**config.mk**
```make
export PLATFORM = sky130hd
export DESIGN_NAME = mult_share_arbiter
export DESIGN_NICKNAME = d
export VERILOG_FILES = /design/src/rtl/mult_share_arbiter.sv
export SDC_FILE = /design/constraint.sdc
export NUM_CORES = 1
export LEC_CHECK = 0
export BUFFER_PORTS_ARGS = -buffer_cell sky130_fd_sc_hd__buf_2
export CORE_ASPECT_RATIO = 1.4
export CORE_MARGIN = 2
export CORE_UTILIZATION = 40
export DETAILED_ROUTE_END_ITERATION = 7
export HOLD_SLACK_MARGIN = 0.02
export REMOVE_ABC_BUFFERS = 1
export SYNTH_ARGS = -nofsm -noshare
export SYNTH_HDL_FRONTEND = slang
export SYNTH_SLANG_ARGS = --single-unit
```
**constraint.sdc**
```tcl
create_clock -name clk -period 1.95 [get_ports clk]
set_clock_uncertainty 0.15 [all_clocks]
set_input_delay 0.195 -clock clk [delete_from_list [all_inputs] [get_ports clk]]
set_output_delay 0.195 -clock clk [all_outputs]
set_load 0.01 [all_outputs]
```
**src/rtl/mult_share_arbiter.sv**
```systemverilog
// Round-robin arbiter in front of one iterative shift-and-add multiplier.
// Two requesters share the unit; each product is returned tagged with its owner's ID.
module mult_share_arbiter #(
    parameter int WIDTH = 4
) (
    input  logic               clk,
    input  logic               rst,
    input  logic               req0_valid,
    input  logic [WIDTH-1:0]   req0_a,
    input  logic [WIDTH-1:0]   req0_b,
    output logic               req0_ready,
    input  logic               req1_valid,
    input  logic [WIDTH-1:0]   req1_a,
    input  logic [WIDTH-1:0]   req1_b,
    output logic               req1_ready,
    output logic               res_valid,
    input  logic               res_ready,
    output logic [2*WIDTH-1:0] res_p,
    output logic               res_id,
    output logic               busy
);
    localparam int PW = 2 * WIDTH;
    localparam int CW = (WIDTH > 1) ? $clog2(WIDTH) : 1;

    typedef enum logic [1:0] {IDLE, CALC, DONE} state_t;

    state_t         state_q, state_d;
    logic [PW-1:0]  mcand_q, mcand_d;
    logic [PW-1:0]  acc_q, acc_d;
    logic [PW-1:0]  res_p_q, res_p_d;
    logic [WIDTH-1:0] mplier_q, mplier_d;
    logic [CW-1:0]  cnt_q, cnt_d;
    logic           id_q, id_d;
    logic           res_id_q, res_id_d;
    logic           last_grant_q, last_grant_d;
    logic           grant;
    logic           any_valid;
    logic           accept_ok;
    logic [PW-1:0]  step_sum;

    assign any_valid = req0_valid | req1_valid;
    // Contention goes to whoever was not served last; a lone requester always wins.
    assign grant     = (req0_valid && req1_valid) ? ~last_grant_q : req1_valid;
    assign accept_ok = (state_q == IDLE) && any_valid && !rst;

    assign req0_ready = accept_ok && !grant;
    assign req1_ready = accept_ok &&  grant;
    assign res_valid  = (state_q == DONE);
    assign busy       = (state_q != IDLE);
    assign res_p      = res_p_q;
    assign res_id     = res_id_q;

    assign step_sum = acc_q + (mplier_q[0] ? mcand_q : '0);

    always_comb begin
        // NOTE: every next-state value defaults to its register first, so no path through the case can infer a latch.
        state_d      = state_q;
        mcand_d      = mcand_q;
        mplier_d     = mplier_q;
        acc_d        = acc_q;
        cnt_d        = cnt_q;
        id_d         = id_q;
        res_p_d      = res_p_q;
        res_id_d     = res_id_q;
        last_grant_d = last_grant_q;

        case (state_q)
            IDLE: begin
                if (any_valid) begin
                    mcand_d  = {{WIDTH{1'b0}}, (grant ? req1_a : req0_a)};
                    mplier_d = grant ? req1_b : req0_b;
                    acc_d    = '0;
                    cnt_d    = '0;
                    id_d     = grant;
                    state_d  = CALC;
                end
            end
            CALC: begin
                acc_d    = step_sum;
                mcand_d  = mcand_q << 1;
                mplier_d = mplier_q >> 1;
                cnt_d    = cnt_q + CW'(1);
                // Fixed WIDTH steps: zero operands still take the full latency.
                if (cnt_q == CW'(WIDTH - 1)) begin
                    res_p_d  = step_sum;
                    res_id_d = id_q;
                    state_d  = DONE;
                end
            end
            DONE: begin
                if (res_ready) begin
                    last_grant_d = id_q;
                    state_d      = IDLE;
                end
            end
            default: state_d = IDLE;
        endcase
    end

    // NOTE: state registers use non-blocking assignments so every flop updates from the same pre-edge values.
    always_ff @(posedge clk or posedge rst) begin
        if (rst) begin
            state_q      <= IDLE;
            mcand_q      <= '0;
            mplier_q     <= '0;
            acc_q        <= '0;
            cnt_q        <= '0;
            id_q         <= 1'b0;
            res_p_q      <= '0;
            res_id_q     <= 1'b0;
            last_grant_q <= 1'b1;
        end else begin
            state_q      <= state_d;
            mcand_q      <= mcand_d;
            mplier_q     <= mplier_d;
            acc_q        <= acc_d;
            cnt_q        <= cnt_d;
            id_q         <= id_d;
            res_p_q      <= res_p_d;
            res_id_q     <= res_id_d;
            last_grant_q <= last_grant_d;
        end
    end

endmodule
```
### After elaboration in Yosys (flattened, before gate mapping)

Index checks and enable logic that the tools add are counted.

| word-level totals | value |
|---|---|
| register bits after elaboration | 35 |
| output and inout bits | 13 |

| cells by class | value |
|---|---|
| add/sub/neg operators | 2 |
| equality and inequality tests | 6 |
| multiplexer cells | 16 |
| bitwise gates (word level) | 2 |
| reductions and logical operators | 15 |

Operators by type and width:

| operator | count |
|---|---|
| 8-bit one-hot mux with 2 select lines | 2 |
| 8-bit 2-to-1 mux | 3 |
| 4-bit 2-to-1 mux | 3 |
| 8-bit adder | 1 |
| 2-bit 2-to-1 mux | 4 |
| 4-bit one-hot mux with 2 select lines | 1 |
| 2-bit AND reduction | 4 |
| 2-bit one-hot mux with 3 select lines | 1 |
| 1-bit logical AND | 5 |
| 2-bit equality test, second input constant | 2 |
| 2-bit != test, second input constant | 2 |
| 2-bit one-hot mux with 2 select lines | 1 |
| 2-bit nonzero test | 2 |
| 3-bit AND reduction | 1 |
| 2-bit by 1-bit adder with 2-bit output, second input constant | 1 |
| 2-bit by 1-bit equality test with 1-bit output, second input constant | 1 |
| 1-bit logical NOT | 2 |
| 2-bit logical NOT | 1 |
| 2-bit by 1-bit != test with 1-bit output, second input constant | 1 |
| 1-bit 2-to-1 mux | 1 |
| 1-bit inverter | 1 |
| 1-bit OR | 1 |

### Longest topological paths before layout

| depth | value |
|---|---|
| depth after elaboration | 5 |
| depth in mapped cells | 9 |
| gate-level depth less buffers | 9 |

### Worst setup path after synthesis

No wires, ideal clock.

| path | value |
|---|---|
| kind | register to register |
| start | reg mplier_q[0] |
| end | reg res_p_q[6] (netlist: res_p[6]) |
| library setup time | 0.095 ns |
| arrival time | 1.821 ns |
| path slack | -0.116 ns |
| stages on the path, launching flop included | 10 |
| path buffers | 0 |
| period minus slack after synthesis | 2.066 ns |
| cells stage by stage | dfrtp_1 and2_1 ha_1 inv_1 fa_1 nor2b_4 o21ai_1 a21oi_1 o31a_1 o31ai_1 |

| between the ends | value |
|---|---|
| cells in the longest elaborated chain, start to end | 2 |

RTL lines:

| item | RTL line | text |
|---|---|---|
| start: declaration | 31 | `logic [WIDTH-1:0] mplier_q, mplier_d;` |
| start signal: assignment | 115 | `mplier_q <= mplier_d;` |
| 8-bit 2-to-1 mux | 53 | `assign step_sum = acc_q + (mplier_q[0] ? mcand_q : '0);` |
| 8-bit adder | 53 |  |
| end signal: assignment | 119 | `res_p_q <= res_p_d;` |
| end: declaration | 30 | `logic [PW-1:0] res_p_q, res_p_d;` |

No other way between the ends.
A chain may end at the register's enable or synchronous reset.

### Worst setup path after layout

Same ends and word-level chain as after synthesis.

==> flow_summary.json <==
{
  "status": "finished with violations",
  "violations": "negative setup slack",
  "start_util_pct": 41.2,
  "routedWlPerCell_um": 13.1,
  "vias_per_cell": 5.00,
  "ir_drop_mv": 1.04,
  "die_y_um": 84.2,
  "layout.nets": 278,
  "grt_pass1_vias": 1507,
  "synth-edff-count": 0,
  "synth_top_cells_by_count": "dfrtp_1 (34), nand2_1 (30), o21ai_0 (20)",
  "layout-drive-gt1-share_pct": 40.2,
  "core_um2": 4460,
  "final_cells": 311,
  "layout_setup_ws_ps": -129,
  "place_congestion": 0.764,
  "cts_made_buffers": 5,
  "place_inst": 297,
  "regToRegStartpoint": "mplier_q[0]$_DFFE_PP0P_",
  "grt_pass1_wl_um": 6860,
  "drcViolationCount": 0,
  "whs_ps": 25.8,
  "register_area_um2": 878,
  "synth_top_area_share_pct": 46.3,
  "yosysMostFrequentCell": "dfrtp_1",
  "cts_tree": "built",
  "syn_area_um2": 1840,
  "leakagePower_nw": 1.23,
  "pre_cts_slack_ps": -217,
  "grt_antenna_before_repair": 0,
  "ys_ff_latch": 35,
  "die-area_um2": 5160,
  "crit_type": "flop to flop",
  "path_max_fanout": 8,
  "final_max_slew_viol_count": 0,
  "clock_latency_ps": 290,
  "ys.flop_type": "dfrtp_1",
  "tightest_slew_ps": 437,
  "multi_input_area_um2": 1040,
  "min-delay-start": "req0_a[3]",
  "drtPass1Iterations": 4,
  "dp_hpwl_um": 2840,
  "rsz0062_at_grt": "true",
  "crit_start": "mplier_q[0]$_DFFE_PP0P_",
  "antenna_cells": 0,
  "fillers": 431,
  "fin_crit_sh_pct": 107,
  "io_pins": 34,
  "cts.clk_slew.worst_paths_ps": 70,
  "ys_seq_area_share_pct": 47.7,
  "rr_endpoint": "res_p[6]$_DFFE_PP0P_",
  "htreeDepth": 2,
  "setup.worst_path.end_class": "flop",
  "cts_root_buffer": "clkbuf_8",
  "std_cell_rows": 29,
  "slew_headroom_pct": 70.9,
  "fin_crit_ps": 2080,
  "synth_warnings": 0,
  "p_per_area_nw_per_um2": 1550,
  "fmax_mhz": 481,
  "area_delta_synth_final_pct": 37.4,
  "r2r_cells": 9,
  "die_w_um": 61.3,
  "via_count": 1554,
  "finalSetupViolCount": 4,
  "design_area_um2": 2530,
  "worstPathRequired_ps": 2000,
  "synth_top_area_cell": "dfrtp_1",
  "hold_viol_final": 0,
  "ff2ff_setup_slack_ps": -130,
  "grt_max_degree": 36,
  "avgSynthCellArea_um2": 9.83,
  "worstPathArrival_ps": 2130,
  "grt_usage_pct": 17.6,
  "drt-total-wl_um": 4090,
  "synthTopCellsByArea": "dfrtp_1 (46%), nand2_1 (6.1%), ha_1 (5.4%), o21ai_0 (5.4%), mux2i_1 (4.9%)",
  "clockBufferDepth": 2,
  "cp-endpoint": "res_p[6]$_DFFE_PP0P_",
  "ys_async_sr_fraction_pct": 100,
  "ant_nets": 0,
  "cap_violations": 0,
  "drtIter0Drc": 44,
  "ys_types": 36,
  "gr-total-overflow": 0,
  "syn_inst": 187,
  "holdCritPathClass": "primary input to flop",
  "dpl_cell_area_um2": 2220,
  "start_kind": "flop",
  "cts_sinks": 35,
  "io_buffers": 33
}
-- kinds of logic (layout without fill, tap and decap cells) --
family	after synthesis	count (layout)	share of synthesized area [%]
AOI/OAI and AO/OA	45	45	14.7
and+or+nand+nor	63	63	16.6
muxes	13	13	7.35
adders and majority gates	9	9	6.54
xor gates and xnor gates	6	6	3.61
DFF	35	35	47.7
buffers and inverters	16	78	3.47
-- sequential cells by signal, indices dropped and copies added (netlist names) --
register      flops
acc_q             8
res_p             8
id_q              1
state_q           2
mcand_q           8
last_grant_q      1
cnt_q             2
res_id            1
mplier_q          4
-- area by class of cell --
class / count / area share (%)
flip-flops and latches: 35 / 34.8
inverters: 8 / 1.19
multi-input cells: 136 / 41.1
repair buffers: 62 / 15.9
clock buffers: 8 / 3.96
well taps: 62 / 3.07
-- worst min-delay path by stage --
stage / to / slack (ps) / cells after the start
after floorplan: state_q[1]$_DFFE_PP0P_ / 150 / 1
after global placement: cnt_q[1]$_DFFE_PP0P_ / 190 / 3
after detailed placement: mcand_q[3]$_DFFE_PP0P_ / 190 / 3
after CTS: mcand_q[3]$_DFFE_PP0P_ / 20 / 3
after global routing: mcand_q[3]$_DFFE_PP0P_ / 50 / 3
final: mcand_q[3]$_DFFE_PP0P_ / 30 / 3
-- metal layers --
metal / track usage (%) / vias up / routed length, um
li1: - / 771 / -
met1: 21.6 / 739 / 1650
met2: 29.3 / 35 / 2200
met3: 4.16 / 9 / 138
met4: 6.32 / 0 / 96
met5: 0 / - / 0
-- report_power, final --
part | internal (mW) | switching, mW | leakage (nW) | total, mW
clock network | 0.322 | 0.261 | 0.0515 | 0.583
logic | 1.02 | 1.03 | 0.739 | 2.05
registers | 1.06 | 0.223 | 0.444 | 1.28
-- through the flow --
step | power [mW] | utilization, % | setup TNS [ps]
final | 3.92 | 56.6 | -342
after global routing | 4.26 | 56.6 | -918
after detailed placement | 3.02 | 49.7 | -962
after floorplan | 2.30 | - | -325
after CTS | 3.70 | 54.0 | -630
after global placement | 2.99 | 49.7 | -675
-- placed cells by master, fill, tap and decap left out, types with 6 or more instances in the layout --
cell      instances
dfrtp_1          33
buf_2            33
nand2_1          29
buf_4            23
o21ai_0          17
nand3_1          12
mux2i_1           9
inv_1             7
clkbuf_8          7
o21ai_1           6
a22oi_1           6
-- critical path: stages, from the launching register on --
cell and delay [ps]:
dfrtp_2 450, and2_4 160, ha_4 160, inv_2 50
fa_2 220, nor2b_4 40, o21ai_2 160, a21oi_2 90
o31a_1 280, o31ai_2 240
-- what timing repair did --
| item | CTS | global route |
|---|---|---|
| setup endpoints to repair | 10 | 10 |
| hold buffers | 2 | 0 |
| pin swaps | 9 | 15 |
| endpoints found under the hold margin | 35 | 0 |
| gates resized for setup | 13 | 23 |
| setup buffers | 1 | 3 |
No activity file was read; power rests on OpenSTA's default activity.
